File: src/rtl/nrzi_4b5b_pkg.sv
// Shared 4B5B symbol constants, code table, lane FSM states and symbol decode.
package nrzi_4b5b_pkg;

   localparam logic [4:0] SYM_I = 5'b11111;
   localparam logic [4:0] SYM_J = 5'b11000;
   localparam logic [4:0] SYM_K = 5'b10001;
   localparam logic [4:0] SYM_T = 5'b01101;
   localparam logic [4:0] SYM_R = 5'b00111;
   localparam logic [4:0] SYM_H = 5'b00100;

   // Index is the data nibble value.
   localparam logic [0:15][4:0] DATA_CODES = {
      5'b11110, 5'b01001, 5'b10100, 5'b10101,
      5'b01010, 5'b01011, 5'b01110, 5'b01111,
      5'b10010, 5'b10011, 5'b10110, 5'b10111,
      5'b11010, 5'b11011, 5'b11100, 5'b11101
   };

   typedef enum logic [1:0] {DATA, CTRL, INVALID} sym_kind_e;

   typedef enum logic [2:0] {HUNT, JSEEN, SOF, FRAME, TSEEN} lane_state_e;

   typedef struct packed {
      sym_kind_e  kind;
      logic [3:0] nibble;
   } sym_dec_t;

   function automatic sym_dec_t decode_sym(input logic [4:0] sym);
      sym_dec_t r;
      r.kind   = INVALID;
      r.nibble = 4'h0;
      for (int i = 0; i < 16; i++) begin
         if (sym == DATA_CODES[i]) begin
            r.kind   = DATA;
            r.nibble = 4'(i);
         end
      end
      if (sym inside {SYM_I, SYM_J, SYM_K, SYM_T, SYM_R, SYM_H})
         r.kind = CTRL;
      return r;
   endfunction

endpackage

File: src/rtl/nrzi_4b5b_lane.sv
// One receive lane: NRZI history, two-stage pipeline, framing FSM, error counter.
// Error counter is present only when NRZI_4B5B_ERRCNT_EN is defined.
//
// state | meaning
// HUNT  | idle, waiting for J
// JSEEN | J seen, expecting K
// SOF   | J/K delimiter done, expecting first data or T
// FRAME | inside frame, data or T expected
// TSEEN | T seen, expecting R
module nrzi_4b5b_lane
   import nrzi_4b5b_pkg::*;
#(
   parameter int ERRCNT_W = 8
) (
   input  logic                clk80,
   input  logic                reset,
   input  logic                en_i,
   input  logic [4:0]          din_i,
   input  logic                err_clr_i,
   output logic [3:0]          dout_o,
   output logic                dvalid_o,
   output logic                sop_o,
   output logic                eop_o,
   output logic                error_o,
   output logic [ERRCNT_W-1:0] err_count_o
);

   logic        hist_q;
   logic [4:0]  sym_d, sym_q;
   logic        stb_q;
   lane_state_e state_q, state_d;
   logic [3:0]  dout_q, dout_d;
   logic        dvalid_q, dvalid_d, sop_q, sop_d, eop_q, eop_d, err_q, err_d;
   sym_dec_t    dec;

   // A line transition decodes to 1; bit 4 is compared against the previous symbol's bit 0.
   always_comb begin
      sym_d = {din_i[4] ^ hist_q, din_i[3:0] ^ din_i[4:1]};
   end

   always_ff @(posedge clk80 or posedge reset) begin
      if (reset) begin
         hist_q <= 1'b0;
         sym_q  <= 5'd0;
         stb_q  <= 1'b0;
      end else begin
         stb_q <= en_i;
         if (en_i) begin
            sym_q  <= sym_d;
            hist_q <= din_i[0];
         end
      end
   end

   always_comb begin
      dec      = decode_sym(sym_q);
      state_d  = state_q;
      dout_d   = dout_q;
      dvalid_d = 1'b0;
      sop_d    = 1'b0;
      eop_d    = 1'b0;
      err_d    = 1'b0;
      if (stb_q) begin
         case (state_q)
            HUNT: begin
               if (sym_q == SYM_J)          state_d = JSEEN;
               else if (dec.kind == INVALID) err_d  = 1'b1;
            end
            JSEEN: begin
               if (sym_q == SYM_K) state_d = SOF;
               else begin
                  state_d = HUNT;
                  err_d   = 1'b1;
               end
            end
            SOF, FRAME: begin
               if (dec.kind == DATA) begin
                  state_d  = FRAME;
                  dvalid_d = 1'b1;
                  sop_d    = (state_q == SOF);
                  dout_d   = dec.nibble;
               end else if (sym_q == SYM_T) begin
                  state_d = TSEEN;
               end else begin
                  state_d = HUNT;
                  err_d   = 1'b1;
               end
            end
            TSEEN: begin
               state_d = HUNT;
               if (sym_q == SYM_R) eop_d = 1'b1;
               else                err_d = 1'b1;
            end
            default: state_d = HUNT;
         endcase
      end
   end

   always_ff @(posedge clk80 or posedge reset) begin
      if (reset) begin
         state_q  <= HUNT;
         dout_q   <= 4'h0;
         dvalid_q <= 1'b0;
         sop_q    <= 1'b0;
         eop_q    <= 1'b0;
         err_q    <= 1'b0;
      end else begin
         state_q  <= state_d;
         dout_q   <= dout_d;
         dvalid_q <= dvalid_d;
         sop_q    <= sop_d;
         eop_q    <= eop_d;
         err_q    <= err_d;
      end
   end

   assign dout_o   = dout_q;
   assign dvalid_o = dvalid_q;
   assign sop_o    = sop_q;
   assign eop_o    = eop_q;
   assign error_o  = err_q;

`ifdef NRZI_4B5B_ERRCNT_EN
   logic [ERRCNT_W-1:0] cnt_q;

   // Counts visible error pulses; a clear in the same cycle wins over the increment.
   always_ff @(posedge clk80 or posedge reset) begin
      if (reset)                     cnt_q <= '0;
      else if (err_clr_i)            cnt_q <= '0;
      else if (err_q && cnt_q != '1) cnt_q <= cnt_q + ERRCNT_W'(1);
   end

   assign err_count_o = cnt_q;
`else
   logic unused_err_clr;
   assign unused_err_clr = err_clr_i;
   assign err_count_o    = '0;
`endif

endmodule

File: src/rtl/nrzi_4b5b_decoder_mc.sv
// Multi-lane NRZI/4B5B receive decoder: one independent lane per channel.
// Per-lane error counters are built only when NRZI_4B5B_ERRCNT_EN is defined.
module nrzi_4b5b_decoder_mc #(
   parameter int CHANNELS = 4,
   parameter int ERRCNT_W = 8
) (
   input  logic                         clk80,
   input  logic                         reset,
   input  logic [CHANNELS-1:0]          en,
   input  logic [5*CHANNELS-1:0]        din,
   output logic [4*CHANNELS-1:0]        dout,
   output logic [CHANNELS-1:0]          dvalid,
   output logic [CHANNELS-1:0]          sop,
   output logic [CHANNELS-1:0]          eop,
   output logic [CHANNELS-1:0]          error,
   input  logic                         err_clr,
   output logic [ERRCNT_W*CHANNELS-1:0] err_count
);

   for (genvar i = 0; i < CHANNELS; i++) begin : g_lane
      nrzi_4b5b_lane #(.ERRCNT_W(ERRCNT_W)) u_lane (
         .clk80       (clk80),
         .reset       (reset),
         .en_i        (en[i]),
         .din_i       (din[5*i +: 5]),
         .err_clr_i   (err_clr),
         .dout_o      (dout[4*i +: 4]),
         .dvalid_o    (dvalid[i]),
         .sop_o       (sop[i]),
         .eop_o       (eop[i]),
         .error_o     (error[i]),
         .err_count_o (err_count[ERRCNT_W*i +: ERRCNT_W])
      );
   end

endmodule
File: config.mk
export PLATFORM = sky130hd
export DESIGN_NAME = nrzi_4b5b_decoder_mc
export DESIGN_NICKNAME = d
export VERILOG_FILES = /design/src/rtl/nrzi_4b5b_pkg.sv /design/src/rtl/nrzi_4b5b_lane.sv /design/src/rtl/nrzi_4b5b_decoder_mc.sv
export SDC_FILE = /design/constraint.sdc
export NUM_CORES = 1
export LEC_CHECK = 0
export CAP_MARGIN = 5
export CORE_ASPECT_RATIO = 0.7
export CORE_MARGIN = 1.5
export CORE_UTILIZATION = 55
export CTS_CLUSTER_SIZE = 16
export DETAILED_ROUTE_END_ITERATION = 6
export HOLD_SLACK_MARGIN = 0.05
export PLACE_DENSITY = 0.91
export SYNTH_ARGS = -nofsm -noshare
export SYNTH_HDL_FRONTEND = slang
export SYNTH_SLANG_ARGS = --single-unit
export TNS_END_PERCENT = 5
File: constraint.sdc
create_clock -name clk80 -period 4.2 [get_ports clk80]
set_clock_uncertainty 0.1 [all_clocks]
set_input_delay 0.84 -clock clk80 [delete_from_list [all_inputs] [get_ports clk80]]
set_output_delay 0.84 -clock clk80 [all_outputs]
set_load 0.1 [all_outputs]
==> impl_metrics.yaml <==
status:
  status: "finished, final reports clean"
critical_path:
  endpoint: "dout[5]"
  worst_path_max_delay_cell: "clkdlybuf4s50_1"
  startpoint: "g_lane[1].u_lane.dout_o[1]"
  r2r-start: "g_lane[3].u_lane.sym_q[4]"
  reg2reg_to: "g_lane[3].u_lane.dout_o[0]"
  crit_type: "reg -> out"
  critPathArrivalTime_ps: 1860
  crit_cells: 1
  worst_setup_path_end_kind: "primary output"
  start_kind: "flop"
  crit_family: "buffers and inverters"
  ff2ff_path_depth: 5
  cpPeakStageDelay_ps: 1160
  ff2ff_setup_slack_ps: 1920
  cp_max_fo: 2
  crit_required_ps: 3260
  worstPathCellList: "clkdlybuf4s50_1"
  cp_num_buf_inv: 1
floorplanning:
  start_util: 0.5729
  io_pins: 91
  std_cell_rows: 26
  core_area_um2: 7385
  dieWidth_um: 107.8
  die_y_um: 76.38
  dieArea_um2: 8235
power:
  p_per_area_nw_per_um2: 621.8
  leakagePower_nw: 2.104
  power_w: 0.002981
  vdd_drop_max_mv: 0.3807
cells_and_area:
  num-fill-cells: 596
  synthToLayoutAreaGrowth_pct: 13.34
  fin_cells: 599
  antenna_cells: 0
  fin_nets: 523
  drive_gt1_frac: 0.06188
drt:
  avgRoutedWirePerCell_um: 13.03
  drc_errors: 0
  viasPerCell: 5.416
  wl_um: 7807
  ant_nets: 0
  firstDrtPassIters: 4
  vias: 3244
  drtIter0Drc: 239
global_routing:
  grt_pass1_vias: 2895
  grt_usage: 0.2044
  grt_overflow: 0
  grt_max_degree: 37
  grt_pass1_wl_um: 13410
  grtUsageMet1: 0.2775
  met3_usage: 0.04619
  use_met2: 0.3242
  antenna_found_initial: 0
  top_usage_layer: "met2"
yosys:
  synthCells: 474
  netlist.area_leader.share: 0.4259
  syn_area_um2: 4230
  ys_async_sr_fraction: 1.000
  synth-seq-cells: 72
  avgSynthCellArea_um2: 8.925
  yosys.area.top_type: "dfrtp_1"
  synth-warning-count: 0
  synth_area_leaders: "dfrtp_1 43%, buf_4 8.9%, xnor2_1 6.4%"
  ys_types: 51
  synth_edf_count: 0
  yosys_most_used_dff: "dfrtp_1"
  yosysSeqAreaShare: 0.4259
clocking:
  numCtsBuffers: 9
  post_cts_resized: 0
  ctsHoldBuffers: 0
  cts_setup_buffers: 0
  root_buffer: "clkbuf_8"
  clkSinkCount: 72
  cts_tree: "built"
  clkTransAtPathRegs_ps: 80
  worstSkewPairLatency_ps: 340
  clk_path_buf_depth: 2
  h-tree-depth: 3
sta:
  slew_headroom: 0.3321
  rsz0062_at_grt: "false"
  worst_slew_pin_slew_ps: 998.7
  fmax_ghz: 0.3575
  setup_tns_ps: 0
  period_minus_slack_ps: 2797
  finalMaxSlewViolations: 0
  setup_violations: 0
  hold_viol_final: 0
  min_period_over_period: 0.6660
job:
  max_cap_violations: 0
place:
  hpwl_um: 5714
  port_buffers: 57
  gp_congestion: 0.9470
  dp_cells: 583
worst_hold_path:
  min_path_type: "reg -> reg"
## placed cells by master, fill, tap and decap left out, types with 3 or more instances in the layout
cell             Yosys  layout
dfrtp_1             72      72
xor2_1               4       4
nor4_1               7       7
nor3_1               6       6
inv_1               27      26
clkbuf_8             0      10
nand4_1              6       6
nand3b_1             5       5
nor2_1              42      42
conb_1               1      32
o21ai_0             23      23
clkdlybuf4s50_1      0      57
bufinv_16            0       3
a21oi_1             27      27
xnor2_1             31      31
o22ai_1              9       9
nor2b_1              7       7
o31ai_1              4       4
nand2b_1             9       9
mux2i_1             14      14
a31oi_1              6       6
nand3_1             16      16
a221o_1              3       3
nand2_1             38      38
mux2_2               6       6
## state kept, by name, summed over array words and instances, names as in the netlist
| signal | cells |
|---|---|
| g_lane.u_lane.sop_o | 4 |
| g_lane.u_lane.error_o | 4 |
| g_lane.u_lane.dout_o | 16 |
| g_lane.u_lane.sym_q | 20 |
| g_lane.u_lane.dvalid_o | 4 |
| g_lane.u_lane.eop_o | 4 |
| g_lane.u_lane.hist_q | 4 |
| g_lane.u_lane.state_q | 12 |
| g_lane.u_lane.stb_q | 4 |
## how the worst min path moves through the flow
stage                     slack [ps]                          to                   startpoint  cells past startpoint
after floorplan                  370      g_lane[1].u_lane.sop_o  g_lane[1].u_lane.state_q[0]                      1
after global placement           370  g_lane[3].u_lane.dout_o[0]   g_lane[3].u_lane.dout_o[0]                      1
after detailed placement         380  g_lane[3].u_lane.dout_o[0]   g_lane[3].u_lane.dout_o[0]                      1
after CTS                        390  g_lane[3].u_lane.dout_o[0]   g_lane[3].u_lane.dout_o[0]                      1
after global routing             430  g_lane[3].u_lane.dout_o[0]   g_lane[3].u_lane.dout_o[0]                      1
final                            390  g_lane[3].u_lane.dout_o[0]   g_lane[3].u_lane.dout_o[0]                      1
## through the flow
stage | cell area, µm² | hold slack (ps) | worst slack, ps | utilization
after global placement | 4549 | 373.2 | 1778 | 0.6161
after detailed placement | 4549 | 376.8 | 1772 | 0.6161
after floorplan | 4347 | 371.4 | 1435 | -
final | 4795 | 389.9 | 1403 | 0.6493
after CTS | 4795 | 394.4 | 1388 | 0.6493
after global routing | 4795 | 433.8 | 1353 | 0.6493
## where the power goes
group	internal [W]	total, W	switching, W
Clock	0.000411	0.000656	0.000245
Combinational	0.000355	0.00133	0.000979
Sequential	0.000824	0.000991	0.000166
Total	0.00159	0.00298	0.00139
## logic make-up after synthesis
family | count (synthesis) | synth area share
flip-flops | 72 | 0.4259
AND/OR/NAND/NOR | 151 | 0.1736
other | 1 | 0.0008865
XOR/XNOR | 35 | 0.07246
AO/OA/AOI/OAI | 87 | 0.1284
multiplexers | 22 | 0.05531
buffers and inverters | 106 | 0.1434
## synth_stat cells, drive strengths merged (3+ instances only)
library cell,n
a21oi,27
a221o,3
a31oi,6
buf,63
clkbuf,16
dfrtp,72
inv,27
mux2,8
mux2i,14
nand2,39
nand2b,9
nand3,16
nand3b,5
nand4,6
nor2,42
nor2b,7
nor3,6
nor4,7
o21ai,23
o22ai,9
o31ai,4
xnor2,31
xor2,4
## final cells by class
class | count | area (µm²) | share of cell area
multi-input combinational | 327 | 1938 | 0.4042
sequential | 72 | 1802 | 0.3758
timing repair buffer | 59 | 585.6 | 0.1221
clock buffer | 11 | 141.4 | 0.02949
inverter | 27 | 101.3 | 0.02114
clock inverter | 5 | 103.9 | 0.02166
tap | 98 | 122.6 | 0.02557
## routing by layer
metal	routed length, µm	vias to the layer above
met5	0	-
met3	477	13
met1	3420	1518
met2	3784	137
met4	125	0
li1	-	1576
Note: power is estimated with default switching activity, not from simulation.
